--- src/rtl/dqn_pkg.sv ---
// Shared DQN datapath constants: Q-table geometry and
// the requester slots that contend for the Q-table RAM.
package dqn_pkg;

    localparam int DQN_AW   = 8;
    localparam int DQN_DW   = 16;
    localparam int NREQ_DQN = 3;

    typedef enum logic [1:0] {
        REQ_ACT = 2'd0,
        REQ_TGT = 2'd1,
        REQ_UPD = 2'd2
    } req_id_e;

endpackage

--- src/rtl/qtab_port_arbiter_rr_pick.sv ---
// Rotating priority encoder: first request at or above ptr
// (mod N) wins, returned as one-hot grant plus index.
module rr_pick #(
    parameter int N  = 3,
    parameter int PW = 2
) (
    input  logic [N-1:0]  req,
    input  logic [PW-1:0] ptr,
    output logic [N-1:0]  gnt,
    output logic [PW-1:0] idx,
    output logic          any
);

    always_comb begin
        gnt = '0;
        idx = '0;
        any = 1'b0;
        for (int k = 0; k < N; k++) begin
            int j;
            j = int'(ptr) + k;
            if (j >= N) j = j - N;
            if (!any && req[j]) begin
                gnt[j] = 1'b1;
                idx    = PW'(j);
                any    = 1'b1;
            end
        end
    end

endmodule

--- src/rtl/qtab_port_arbiter.sv ---
// Round-robin arbiter sharing the single-port Q-table RAM.
// Define ARB_LOCK_EN to add the lock port (bounded ownership).
module qtab_port_arbiter
    import dqn_pkg::*;
#(
    parameter int NREQ   = NREQ_DQN,
    parameter int AW     = DQN_AW,
    parameter int DW     = DQN_DW,
    parameter int RD_LAT = 1
`ifdef ARB_LOCK_EN
    ,
    parameter int MAX_LOCK = 9
`endif
) (
    input  logic              clk,
    input  logic              rst,
    input  logic [NREQ-1:0]   req,
    input  logic [NREQ-1:0]   we,
    input  logic [NREQ*AW-1:0] addr,
    input  logic [NREQ*DW-1:0] wdata,
`ifdef ARB_LOCK_EN
    input  logic [NREQ-1:0]   lock,
`endif
    output logic [NREQ-1:0]   gnt,
    output logic [NREQ-1:0]   rvalid,
    output logic [DW-1:0]     rdata,
    output logic              mem_en,
    output logic              mem_we,
    output logic [AW-1:0]     mem_addr,
    output logic [DW-1:0]     mem_wdata,
    input  logic [DW-1:0]     mem_rdata,
    output logic              busy
);

    localparam int PW = $clog2(NREQ);
    localparam int D  = 1 + RD_LAT;

    logic [PW-1:0]   ptr;
    logic [NREQ-1:0] req_eff;
    logic [NREQ-1:0] pick_gnt;
    logic [PW-1:0]   gidx;
    logic            pick_any;
    logic            grant;
    logic [D-1:0]    pv;
    logic [PW-1:0]   pid [D];

    function automatic logic [PW-1:0] nxt(input logic [PW-1:0] i);
        return (int'(i) == NREQ - 1) ? '0 : i + PW'(1);
    endfunction

    rr_pick #(.N(NREQ), .PW(PW)) u_pick (
        .req (req_eff),
        .ptr (ptr),
        .gnt (pick_gnt),
        .idx (gidx),
        .any (pick_any)
    );

    assign grant = pick_any & ~rst;
    assign gnt   = rst ? '0 : pick_gnt;
    assign rdata = mem_rdata;
    assign busy  = |pv;

    always_comb begin
        rvalid = '0;
        if (pv[D-1]) rvalid[pid[D-1]] = 1'b1;
    end

    always_ff @(posedge clk or posedge rst) begin
        if (rst) begin
            mem_en    <= 1'b0;
            mem_we    <= 1'b0;
            mem_addr  <= '0;
            mem_wdata <= '0;
            pv        <= '0;
            for (int k = 0; k < D; k++) pid[k] <= '0;
        end else begin
            mem_en <= grant;
            if (grant) begin
                mem_we    <= we[gidx];
                mem_addr  <= addr[int'(gidx)*AW +: AW];
                mem_wdata <= wdata[int'(gidx)*DW +: DW];
            end else begin
                mem_we <= 1'b0;
            end
            // Only reads travel down the return pipeline
            pv     <= {pv[D-2:0], grant & ~we[gidx]};
            pid[0] <= gidx;
            for (int k = 1; k < D; k++) pid[k] <= pid[k-1];
        end
    end

`ifdef ARB_LOCK_EN
    localparam int CW = $clog2(MAX_LOCK + 1);

    logic          owner_v;
    logic [PW-1:0] owner_id;
    logic [CW-1:0] lock_cnt;

    assign req_eff = owner_v ? (req & (NREQ'(1) << owner_id)) : req;

    always_ff @(posedge clk or posedge rst) begin
        if (rst) begin
            ptr      <= '0;
            owner_v  <= 1'b0;
            owner_id <= '0;
            lock_cnt <= '0;
        end else if (owner_v) begin
            if (grant && lock[owner_id] && lock_cnt < CW'(MAX_LOCK - 1)) begin
                lock_cnt <= lock_cnt + CW'(1);
            end else begin
                owner_v  <= 1'b0;
                lock_cnt <= '0;
                ptr      <= nxt(owner_id);
            end
        end else if (grant) begin
            ptr <= nxt(gidx);
            if (lock[gidx] && MAX_LOCK > 1) begin
                owner_v  <= 1'b1;
                owner_id <= gidx;
                lock_cnt <= CW'(1);
            end
        end
    end
`else
    assign req_eff = req;

    always_ff @(posedge clk or posedge rst) begin
        if (rst) begin
            ptr <= '0;
        end else if (grant) begin
            ptr <= nxt(gidx);
        end
    end
`endif

endmodule

--- config.mk ---
export PLATFORM = sky130hd
export DESIGN_NAME = qtab_port_arbiter
export DESIGN_NICKNAME = d
export VERILOG_FILES = /design/src/rtl/dqn_pkg.sv /design/src/rtl/qtab_port_arbiter_rr_pick.sv /design/src/rtl/qtab_port_arbiter.sv
export SDC_FILE = /design/constraint.sdc
export NUM_CORES = 1
export LEC_CHECK = 0
export BUFFER_PORTS_ARGS = -buffer_cell sky130_fd_sc_hd__buf_2
export CORE_MARGIN = 4
export CORE_UTILIZATION = 45
export DETAILED_ROUTE_END_ITERATION = 10
export GPL_ROUTABILITY_DRIVEN = 0
export GPL_TIMING_DRIVEN = 0
export HOLD_SLACK_MARGIN = 0.03
export PLACE_DENSITY_LB_ADDON = 0.1
export REMOVE_ABC_BUFFERS = 1
export SETUP_SLACK_MARGIN = 0.1
export SYNTH_ARGS = -nofsm -noshare
export SYNTH_HDL_FRONTEND = slang
export SYNTH_SLANG_ARGS = --single-unit
--- constraint.sdc ---
create_clock -name clk -period 6.2 [get_ports clk]
set_clock_uncertainty 0.2 [all_clocks]
set_input_delay 1.24 -clock clk [delete_from_list [all_inputs] [get_ports clk]]
set_output_delay 1.24 -clock clk [all_outputs]
set_load 0.02 [all_outputs]
# == After elaboration in Yosys (flattened, before gate mapping) ==
# Index checks and enable logic that the tools add are counted.
# word_totals
ff_bits,34
output_inout_bits,49
# classes
n_addsub,6
magnitude_cmp,12
eq_ne,1
n_shift,2
mux,35
bitwise,6
n_reduce_logical,9
# op_table
operator,count
">= comparator 32 x 1 -> 1 bit, second input constant",3
"less-than comparator 32 x 4 -> 1 bit, second input constant",3
two-way mux 32 bit,3
">= comparator 32 x 3 -> 1 bit, second input constant",2
"subtractor 32 x 3 -> 32 bit, second input constant",2
variable part select 48 x 7 -> 16 bit,1
variable part select 24 x 6 -> 8 bit,1
two-way mux 1 bit,15
two-way mux 3 bit,5
binary-select mux 1 bit (select 2 bit),4
demux 1 bit (select 2 bit),4
two-way mux 2 bit,4
logical AND 1 bit,6
"less-than comparator 2 x 3 -> 1 bit, second input constant",2
OR 3 bit,2
"adder 2 x 1 -> 3 bit, second input constant",1
"adder 2 x 2 -> 3 bit, second input constant",1
"subtractor 2 x 2 -> 3 bit, second input constant",1
"adder 2 x 1 -> 2 bit, second input constant",1
bitwise AND 1 bit,2
"equality test 2 bit, second input constant",1
">= comparator 2 x 1 -> 1 bit, second input constant",1
">= comparator 2 bit, second input constant",1
zero test 1 bit,2
2 further kinds,3

# == Depth between registers and ports, before layout ==
# depth
word_depth,16
mapped_depth,12
mapped_depth_nobuf,8

# == By module ==
# A second synthesis with hierarchy kept.
# hier_totals
cells_unflattened,256
area_unflattened_um2,2386.0
# modules_own_cells
mod,instances,cells_each,area_per_inst_um2
qtab_port_arbiter,1,204,2004.4
rr_pick,1,52,381.6

# == Worst setup path before layout ==
# No wires, ideal clock.
# synth_path
kind,input to output
startpoint,input port rst
endpoint,output port gnt[1]
arrival_ns,2.364
slack_ns,2.396
stages,2
n_path_buf,0
cell_sequence,inv_1 -> and3_1
# synth_via
elab_chain_cells,1
# synth_lines
element,line,source
start: declaration,qtab_port_arbiter.sv:16,"input logic rst,"
two-way mux 3 bit,qtab_port_arbiter.sv:60,assign gnt = rst ? '0 : pick_gnt;
end: declaration,qtab_port_arbiter.sv:24,"output logic [NREQ-1:0] gnt,"
# Every way passes these cells.

# == Worst setup path after layout ==
# layout_path
startpoint,input port req[1]
endpoint,output port gnt[1]
# layout_via
elab_chain_cells,11
word_cells_on_any_way,21
# layout_lines
element,line,source
start: declaration,qtab_port_arbiter.sv:17,"input logic [NREQ-1:0] req,"
binary-select mux 1 bit (select 2 bit),qtab_port_arbiter_rr_pick.sv:22,if (!any && req[j]) begin
two-way mux 1 bit (implied by the code) (2 in a row),qtab_port_arbiter_rr_pick.sv:22,
two-way mux 1 bit,qtab_port_arbiter_rr_pick.sv:22,
zero test 1 bit,qtab_port_arbiter_rr_pick.sv:22,
logical AND 1 bit,qtab_port_arbiter_rr_pick.sv:22,
two-way mux 1 bit,qtab_port_arbiter_rr_pick.sv:22,
zero test 1 bit,qtab_port_arbiter_rr_pick.sv:22,
logical AND 1 bit,qtab_port_arbiter_rr_pick.sv:22,
two-way mux 3 bit (*),qtab_port_arbiter_rr_pick.sv:22,
two-way mux 3 bit (*),qtab_port_arbiter.sv:60,
# Mark *: on every way between the ends. The rest lies on a longest branch, timed or not. The select of a mux whose other input is x is not followed.

==> results.md <==
- Status: finished clean
- EDFF count, synth: 0
- Port buffer count: roughly 110
- Crit. End Element: primary output
- Initial antenna violation count: 0
- Unrepaired setup endpoints after global routing: false
- First-pass GRT wire length: approximately 9400 µm
- Worst path arrival time: about 2500 ps
- Final setup TNS: 0 ps
- Final Critical Period: slightly below 4000 ps
- Count of cell types in the netlist: 40
- Synth async-reset ratio: 1.00
- Hold_buf cts: 0
- Crit path from: req[1]
- CTS root buffer: clkbuf_8
- FP Rows: 25
- Max rail drop VDD: between 200 and 250 µV
- Die W: slightly below 80 µm
- Postcts setup bufs: 0
- Synth-to-layout area growth: 23.7%
- Filler Cells Inserted: 458
- Power Dens Cells: ~540 mW/mm²
- Min-Delay Startpoint: pid[3]
- Worst hold path type: register to register
- Via/cell ratio: 5.18
- CP max-delay cell: o21a_1
- Syn Std Cell Area: around 0.0023 mm²
- Nets: between 400 and 500
- Final setup fails: 0
- Post-synthesis sequential area ratio: 0.375
- Core box area: 0.00482 mm²
- Vias in the first global route: ~2000
- Slew Limit Fails: 0
- Sequential Area: 851 µm²
- Clock transition at path regs: roughly 70 ps
- Crit path top cell by count: buf_2
- Hold Fails Final Rpt: 0
- Maximum capacitance violations: 0
- Share of cells above drive strength 1: 0.481
- Largest net degree at the start of global routing: 36
- Syn avg cell area: approximately 10 µm²
- GRT Total Usage: 0.192
- Pre-CTS WS: about 1900 ps
- Residual DRC: 0
- Area of the multi-input gates: between 0.001 and 0.0015 mm²
- Most frequent cells in the layout: buf_2, dfrtp_1, mux2i_1, nand2_1, nand3_1
- Worst Path Class, Setup: input port to primary output
- Vias post-DR: between 1500 and 2000
- Initial Util: 0.471
- Post-Route WL: between 5000 and 6000 µm
- FF-to-FF Start: ptr[0]
- Max Freq: about 250 MHz
- Tot Pwr: roughly 1.5 mW
- Commonest non-fill, non-tap cell in the layout: buf_2
- Data required, critical path: 4760 ps
- Routed WL per cell: roughly 15 µm
- Synth Instances: about 220
- Dpl hpwl: roughly 4300 µm
- Die height: 79.0 µm
- Final worst setup slack: about 2300 ps
- Ports: around 150
- Die Area: between 0.006 and 0.007 mm²
- Pleak: 1.49 nW
- Clock sinks: 34
- Drt first pass iters: 4
- Seq cells post-synth: 34
- Pin slew with the least headroom to its limit: around 1100 ps
- Post-CTS sizing: 0
- Cell Chain, Critical Path: buf_2 -> mux2i_1 -> o21a_1 -> nor2b_1 -> a21o_1 -> and3_1 -> buf_2
- Iteration-0 DRC Markers: slightly above 60
- R2R Setup Slk: 2650 ps
- Worst skew pair latency: around 280 ps
- H-tree Lvls: 2
- Dominant synthesized flop cell: dfrtp_1
- CP Launch Type: input port
- Max-slew headroom: 0.283
- Syn. warnings: 0
- Clock Path Buffers: 2
- Total grt overflow: 0
- CTS buffer count: 5
- Number of diodes: 0
- CP Max Fanout: 6
- TritonCTS clock tree: built
- Post-DRT Antenna Nets: 0
- Period utilization: 0.635
- Slowest stage delay, CP: 270 ps
==> final cells by class <==
type | count | share of cell area
repair buffers | 115 | 0.215
well taps | 67 | 0.0298
inverters | 7 | 0.0111
clock inverters | 1 | 0.00178
flip-flops and latches | 34 | 0.303
clock buffers | 7 | 0.0307
multi-input cells | 150 | 0.408
==> registers in the layout, summed over array words and instances, names as in the netlist <==
name       flops
mem_addr       8
mem_en         1
mem_wdata     16
mem_we         1
pid            4
ptr            2
pv             2
==> path summary, 6_finish.rpt <==
check                                endpoint  cells after the start
min in group asynchronous       mem_wdata[14]                      2
max in group asynchronous              mem_we                      2
worst max-delay path                   gnt[1]                      7
worst max register to register  mem_wdata[13]                      8
worst min register to register         pid[1]                      0
worst min-delay path                   pid[1]                      0
==> metal layers <==
layer	vias up	global-route usage	wire length, µm
li1	963	-	-
met1	922	0.225	2270
met2	79	0.318	2840
met3	8	0.0850	521
met4	0	0.0515	68
met5	-	0	0
==> synth_stat cells (all sizes together) (2+ instances only) <==
cell | n | area, µm²
dfrtp | 34 | 851
nor2b | 3 | 18.8
and3b | 2 | 17.5
nor2 | 2 | 7.51
a21o | 2 | 15.0
mux2i | 28 | 280
or2 | 2 | 12.5
ha | 4 | 50.1
nand2b | 2 | 20.0
inv | 7 | 31.3
o211ai | 25 | 283
nand3b | 5 | 41.3
o21a | 3 | 22.5
clkbuf | 2 | 7.51
o21ai | 3 | 15.0
a21oi | 2 | 10.0
nand3 | 25 | 125
nand2 | 28 | 105
buf | 31 | 243
==> cell families after synthesis <==
kind of cell,share of synthesized area
mux,0.123
fa+ha+maj,0.0220
simple gates,0.176
flops,0.375
compound gates,0.180
buf+inv,0.124
==> critical path: cells and delay by family <==
kind / cells / cell delay (ps)
and+or+nand+nor: 2 / 420
AOI/OAI and AO/OA: 2 / 410
muxes: 1 / 130
buffers and inverters: 2 / 290
==> power breakdown <==
group          switching (mW)  total (mW)  internal, mW
logic                   0.578       0.977         0.398
registers              0.0518       0.380         0.329
clock network          0.0782       0.168        0.0895
==> through the flow <==
stage,hold WS (ps),instances,instance area [µm²],utilization
detailed placement,136,373,2720,0.564
global route,157,381,2810,0.583
global placement,135,370,2670,0.553
floorplan,131,191,2020,-
finish,150,381,2810,0.583
CTS,150,381,2810,0.583
(Power assumes the default switching activity.)
